==> src/rtl/led_finish_sequencer_if.sv <==
// Connects the counter's finish flag to the LED sequencer and returns the LED pattern and busy status.
// The master drives the trigger; the slave owns the LED outputs.
interface led_finish_sequencer_if;
  logic       trigger;
  logic [4:0] led;
  logic       busy;

  modport master (output trigger, input led, input busy);
  modport slave  (input trigger, output led, output busy);
endinterface

==> src/rtl/led_finish_sequencer.sv <==
// Triggered LED finish animation: a one-hot back-and-forth sweep, then a four-step flash burst.
// The asynchronous trigger level is synchronised, and only its rising edge starts a sequence while idle.
module led_finish_sequencer #(
  parameter int STEP_CYCLES = 12_500_000,
  parameter int N_PASSES    = 3
) (
  input  logic                  clk,
  input  logic                  reset,
  led_finish_sequencer_if.slave bus
);

  localparam int TW = $clog2(STEP_CYCLES);
  localparam int PW = (N_PASSES > 1) ? $clog2(N_PASSES) : 1;
  localparam logic [TW-1:0] TMR_LAST  = TW'(STEP_CYCLES - 1);
  localparam logic [PW-1:0] PASS_LAST = PW'(N_PASSES - 1);

  typedef enum logic [1:0] {ST_IDLE, ST_SWEEP, ST_FLASH} state_t;

  state_t          r_state, w_state_nxt;
  logic [TW-1:0]   r_tmr,   w_tmr_nxt;
  logic [2:0]      r_pos,   w_pos_nxt;
  logic [PW-1:0]   r_pass,  w_pass_nxt;
  logic [1:0]      r_fl,    w_fl_nxt;
  logic [4:0]      r_led,   w_led_nxt;
  logic            r_busy,  w_busy_nxt;
  logic            r_s1, r_s2, r_s3;
  logic            w_start;
  logic            w_step_done;

  // Positions 0..7 bounce across bit indices 0,1,2,3,4,3,2,1.
  function automatic logic [4:0] sweep_led(input logic [2:0] p);
    logic [2:0] idx;
    idx = (p <= 3'd4) ? p : 3'(4'd8 - {1'b0, p});
    return 5'b00001 << idx;
  endfunction

  // NOTE: sequential state uses non-blocking assignments so every flop samples pre-edge values.
  always_ff @(posedge clk or posedge reset) begin
    if (reset) begin
      r_s1 <= 1'b0;
      r_s2 <= 1'b0;
      r_s3 <= 1'b0;
    end else begin
      r_s1 <= bus.trigger;
      r_s2 <= r_s1;
      r_s3 <= r_s2;
    end
  end

  // History flop clears on reset, so a level held across reset release yields one start.
  assign w_start     = r_s2 & ~r_s3;
  assign w_step_done = (r_tmr == TMR_LAST);

  always_ff @(posedge clk or posedge reset) begin
    if (reset) begin
      r_state <= ST_IDLE;
      r_tmr   <= '0;
      r_pos   <= '0;
      r_pass  <= '0;
      r_fl    <= '0;
      r_led   <= '0;
      r_busy  <= 1'b0;
    end else begin
      r_state <= w_state_nxt;
      r_tmr   <= w_tmr_nxt;
      r_pos   <= w_pos_nxt;
      r_pass  <= w_pass_nxt;
      r_fl    <= w_fl_nxt;
      r_led   <= w_led_nxt;
      r_busy  <= w_busy_nxt;
    end
  end

  // NOTE: every output of this block gets a default first, so no path can infer a latch.
  always_comb begin
    w_state_nxt = r_state;
    w_tmr_nxt   = r_tmr;
    w_pos_nxt   = r_pos;
    w_pass_nxt  = r_pass;
    w_fl_nxt    = r_fl;
    w_led_nxt   = r_led;
    w_busy_nxt  = r_busy;

    case (r_state)
      ST_IDLE: begin
        if (w_start) begin
          w_state_nxt = ST_SWEEP;
          w_tmr_nxt   = '0;
          w_pos_nxt   = '0;
          w_pass_nxt  = '0;
          w_led_nxt   = 5'b00001;
          w_busy_nxt  = 1'b1;
        end
      end

      ST_SWEEP: begin
        if (w_step_done) begin
          w_tmr_nxt = '0;
          if (r_pos == 3'd7) begin
            w_pos_nxt = '0;
            if (r_pass == PASS_LAST) begin
              w_state_nxt = ST_FLASH;
              w_pass_nxt  = '0;
              w_fl_nxt    = '0;
              w_led_nxt   = 5'b11111;
            end else begin
              w_pass_nxt = r_pass + 1'b1;
              w_led_nxt  = 5'b00001;
            end
          end else begin
            w_pos_nxt = r_pos + 3'd1;
            w_led_nxt = sweep_led(r_pos + 3'd1);
          end
        end else begin
          w_tmr_nxt = r_tmr + 1'b1;
        end
      end

      ST_FLASH: begin
        if (w_step_done) begin
          w_tmr_nxt = '0;
          if (r_fl == 2'd3) begin
            w_state_nxt = ST_IDLE;
            w_fl_nxt    = '0;
            w_led_nxt   = 5'b00000;
            w_busy_nxt  = 1'b0;
          end else begin
            // Even flash steps are lit; the step being entered is r_fl+1.
            w_fl_nxt  = r_fl + 2'd1;
            w_led_nxt = r_fl[0] ? 5'b11111 : 5'b00000;
          end
        end else begin
          w_tmr_nxt = r_tmr + 1'b1;
        end
      end

      default: begin
        w_state_nxt = ST_IDLE;
        w_led_nxt   = 5'b00000;
        w_busy_nxt  = 1'b0;
      end
    endcase
  end

  assign bus.led  = r_led;
  assign bus.busy = r_busy;

endmodule

==> src/flat_wrapper.sv <==
// flat-port wrapper written by rule: the top's interface ports become plain ports
module led_finish_sequencer_flat 
#(
  parameter int STEP_CYCLES = 12_500_000,
  parameter int N_PASSES    = 3
)
  (clk, reset, bus_trigger, bus_led, bus_busy);
  led_finish_sequencer_if bus_i ();
  input  logic clk;
  input  logic reset;
  input wire logic [$bits(bus_i.trigger)-1:0] bus_trigger;
  output wire logic [$bits(bus_i.led)-1:0] bus_led;
  output wire logic [$bits(bus_i.busy)-1:0] bus_busy;
  assign bus_i.trigger = bus_trigger;
  assign bus_led = bus_i.led;
  assign bus_busy = bus_i.busy;
  led_finish_sequencer #(.STEP_CYCLES(STEP_CYCLES), .N_PASSES(N_PASSES)) u_core (.clk(clk), .reset(reset), .bus(bus_i));
endmodule
==> config.mk <==
export PLATFORM = sky130hd
export DESIGN_NAME = led_finish_sequencer_flat
export DESIGN_NICKNAME = d
export VERILOG_FILES = /design/src/rtl/led_finish_sequencer_if.sv /design/src/rtl/led_finish_sequencer.sv /design/src/flat_wrapper.sv
export SDC_FILE = /design/constraint.sdc
export NUM_CORES = 1
export LEC_CHECK = 0
export CAP_MARGIN = 20
export CELL_PAD_IN_SITES_DETAIL_PLACEMENT = 1
export CELL_PAD_IN_SITES_GLOBAL_PLACEMENT = 1
export CORE_AREA = 2 2 79 81
export DETAILED_ROUTE_END_ITERATION = 12
export DIE_AREA = 0 0 81 83
export GPL_ROUTABILITY_DRIVEN = 0
export PLACE_DENSITY_LB_ADDON = 0.1
export SLEW_MARGIN = 20
export SYNTH_ARGS = -nofsm -noshare
export SYNTH_HDL_FRONTEND = slang
export SYNTH_SLANG_ARGS = --single-unit
export TNS_END_PERCENT = 5
==> constraint.sdc <==
create_clock -name clk -period 2.2 [get_ports clk]
set_clock_uncertainty 0.15 [all_clocks]
set_input_delay 0.44 -clock clk [delete_from_list [all_inputs] [get_ports clk]]
set_output_delay 0.44 -clock clk [all_outputs]
set_load 0.02 [all_outputs]
==> flow_metrics.tcl <==
set metrics [dict create \
    path_max_fanout 5 \
    post-route-min-period_ps 2130 \
    setup_tns_ps 0 \
    path_depth 6 \
    ys.flop_type "dfrtp_1" \
    critPathLaunchType "register" \
    required_ps 2230 \
    numCtsBuffers 5 \
    reg2reg_from "u_core.r_tmr[19]" \
    startpoint "u_core.r_tmr[19]" \
    syn_area_sq_mm 0.00242 \
    fill_cells 689 \
    tightest_slew_ps 467 \
    post_drt_wl_per_cell_um 15.8 \
    yosysTopAreaCell "dfrtp_1" \
    critical_path_class "reg -> reg" \
    ff2ff_setup_slack_ps 70 \
    cts.clk_slew.worst_paths_ps 90 \
    multi_input_area_sq_mm 0.00133 \
    via_per_inst 5.21 \
    place_worst_setup_slack_ps 17.5 \
    setup_violations 0 \
    yosysUniqueCellTypes 49 \
    drt_iter0_drc 87 \
    powerDensity_mw_per_mm2 779 \
    syn-num-nets 265 \
    io_buffers 8 \
    synth.most_common_cell "dfrtp_1" \
    initial_utilization_pct 41.6 \
    rsz0062_at_grt "true" \
    synthCells 250 \
    firstDrtPassIters 4 \
    antenna_found_initial 0 \
    syn_area_per_cell_sq_um 9.68 \
    maxCapViolCount 0 \
    ctsLongestPathBuffers 2 \
    critical_path.top_delay_family "simple AND/OR/NAND/NOR gates" \
    netlist_top_cells_count "dfrtp_1, nor2_1, nand2_1" \
    reg2reg_depth 6 \
    worstPathArrival_ps 2170 \
    cp_slowest_cell "dfrtp_1" \
    synthToLayoutAreaGrowth_pct 22.5 \
    ant_nets 0 \
    hpwlAfterDp_mm 4.17 \
    synth_edf_count 0 \
    seq_area_sq_mm 0.00105 \
    irDropWorstVdd_v 0.000430 \
    ys_seq_area_share_pct 43.4 \
    die_height_um 83 \
    drv_slew 0 \
    cts_root_buffer "clkbuf_8" \
    fin_ws_ps 65.6 \
    drive_gt1_share_pct 20.4 \
    slew_headroom_pct 68.9 \
    fin_nets 308 \
    core_area_sq_mm 0.00582 \
    row_count 28 \
    grt_pass1_wl_mm 9.63 \
    timing.rr.end "u_core.bus.busy" \
    htree_levels 2 \
    hold_buffers 0 \
    grtUsageTotal_pct 18.0 \
    synth_top_area_share_pct 43.4 \
    synth_seq_cells 42 \
    finalCritPeriodShare_pct 97.0 \
    grt_overflow 0 \
    numClockSinks 42 \
    final_util_pct 51.0 \
    synth_warnings 0 \
    hold_viol_final 0 \
    worstPathCellList "nand4_1 -> nor3_4 -> buf_4 -> nand2_2 -> a211oi_2 -> mux2_2" \
    clkLatencyLatePin_ps 300 \
    crit_path_end "u_core.bus.busy" \
    fmax_ghz 0.469 \
    grt_max_degree 43 \
    final_area_sq_mm 0.00297 \
    hold_path_class "reg -> reg" \
    routed_wl_mm 5.82 \
    dieArea_sq_mm 0.00672 \
    grt_pass1_vias 1993 \
    dpl_cell_area_sq_mm 0.00278 \
    critical_path_buf_inv_count 1 \
    instances_no_fill 369 \
    drc 0 \
    diodes 0 \
    synth-async-reset-ratio_pct 100 \
    slowest_delay_ps 400 \
    boundaryPins 9 \
    dp.cells 353 \
    synthTopCellsByArea "dfrtp_1, ha_1, xor2_1, nor2_1, o21ai_0" \
    cts_tree "built" \
    num_vias 1923 \
    cp-end-kind "register" \
    p_leak_nw 1.33 \
    die_w_um 81 \
    status "finished clean" \
]
worst min path at each step:
stage,from,to,slack [ps],depth (start not counted)
floorplan,u_core.r_s1,u_core.r_s2,180,0
global placement,u_core.r_s1,u_core.r_s2,180,0
detailed placement,u_core.r_s1,u_core.r_s2,190,0
CTS,u_core.r_s1,u_core.r_s2,210,0
global route,u_core.r_s1,u_core.r_s2,220,0
finish,u_core.r_s1,u_core.r_s2,200,0
worst reg2reg max path, cell delays in order (launching register included):
cell and delay, ps:
dfrtp_1 400, nand4_1 260, nor3_4 360, buf_4 160, nand2_2 70, a211oi_2 270
mux2_2 360
per-layer routing:
metal | GRT usage [%] | up-vias | share of wire, %
met5 | 0 | - | 0
met4 | 4.16 | 0 | 0.84
met3 | 3.26 | 5 | 1.6
met2 | 29.6 | 11 | 48
met1 | 24.6 | 940 | 49
li1 | - | 967 | -
report_power, final:
part | switching, mW | leakage, nW | total [mW] | internal, mW
Clock | 0.290 | 0.0447 | 0.519 | 0.229
Combinational | 0.528 | 0.718 | 0.919 | 0.391
Sequential | 0.0398 | 0.569 | 0.875 | 0.835
Total | 0.857 | 1.33 | 2.31 | 1.46
repair_timing:
action / CTS / global route
buffers inserted: 0 / 8
pin swaps: 0 / 5
cloned: 0 / 0
endpoints found under the setup margin: 1 / 3
gates resized for setup: 1 / 4
stage by stage:
stage | total power, mW | hold WS, ps
CTS | 2.33 | 208
detailed placement | 1.80 | 186
floorplan | 1.42 | 181
global route | 2.47 | 218
finish | 2.31 | 205
global placement | 1.80 | 182
layout make-up:
class	count	area share, %
inverters	10	1.27
repair buffers	42	12.1
well taps	75	3.16
clock buffers	5	2.32
flip-flops and latches	42	35.4
multi-input cells	192	44.8
clock inverters	3	0.844
cell families after synthesis:
| logic type | synth area share (%) |
|---|---|
| mux | 3.10 |
| simple gates | 22.4 |
| xor+xnor | 6.51 |
| compound gates | 15.5 |
| flops | 43.4 |
| buf+inv | 2.89 |
| fa+ha+maj | 6.20 |
state kept, by name, indices dropped and copies added (netlist names):
name and count:
u_core.r_s1 1, u_core.r_s3 1, u_core.bus.led 5, u_core.r_state 2
u_core.r_tmr 24, u_core.r_s2 1, u_core.bus.busy 1, u_core.r_fl 2
u_core.r_pos 3, u_core.r_pass 2
layout by cell type, fill, tap and decap left out, types with 2 or more instances in the layout:
master	Yosys	routed
ha_1	12	12
inv_1	10	9
o31ai_1	2	2
and3_1	3	2
nor2_1	30	30
a21oi_1	12	12
clkbuf_8	0	5
nor3_1	2	2
mux2_1	2	2
o21ai_0	19	19
buf_12	0	2
xnor2_1	2	2
nand4_1	14	14
dfrtp_1	42	42
nand3_1	11	11
buf_4	2	32
a22o_1	4	4
clkdlybuf4s50_1	0	8
mux2_2	2	2
and2_1	3	3
nand2_1	21	21
mux2i_1	3	3
nand2_2	2	2
nand2b_1	4	4
xor2_1	16	16
nor2b_1	3	3
(Power assumes the default switching activity.)
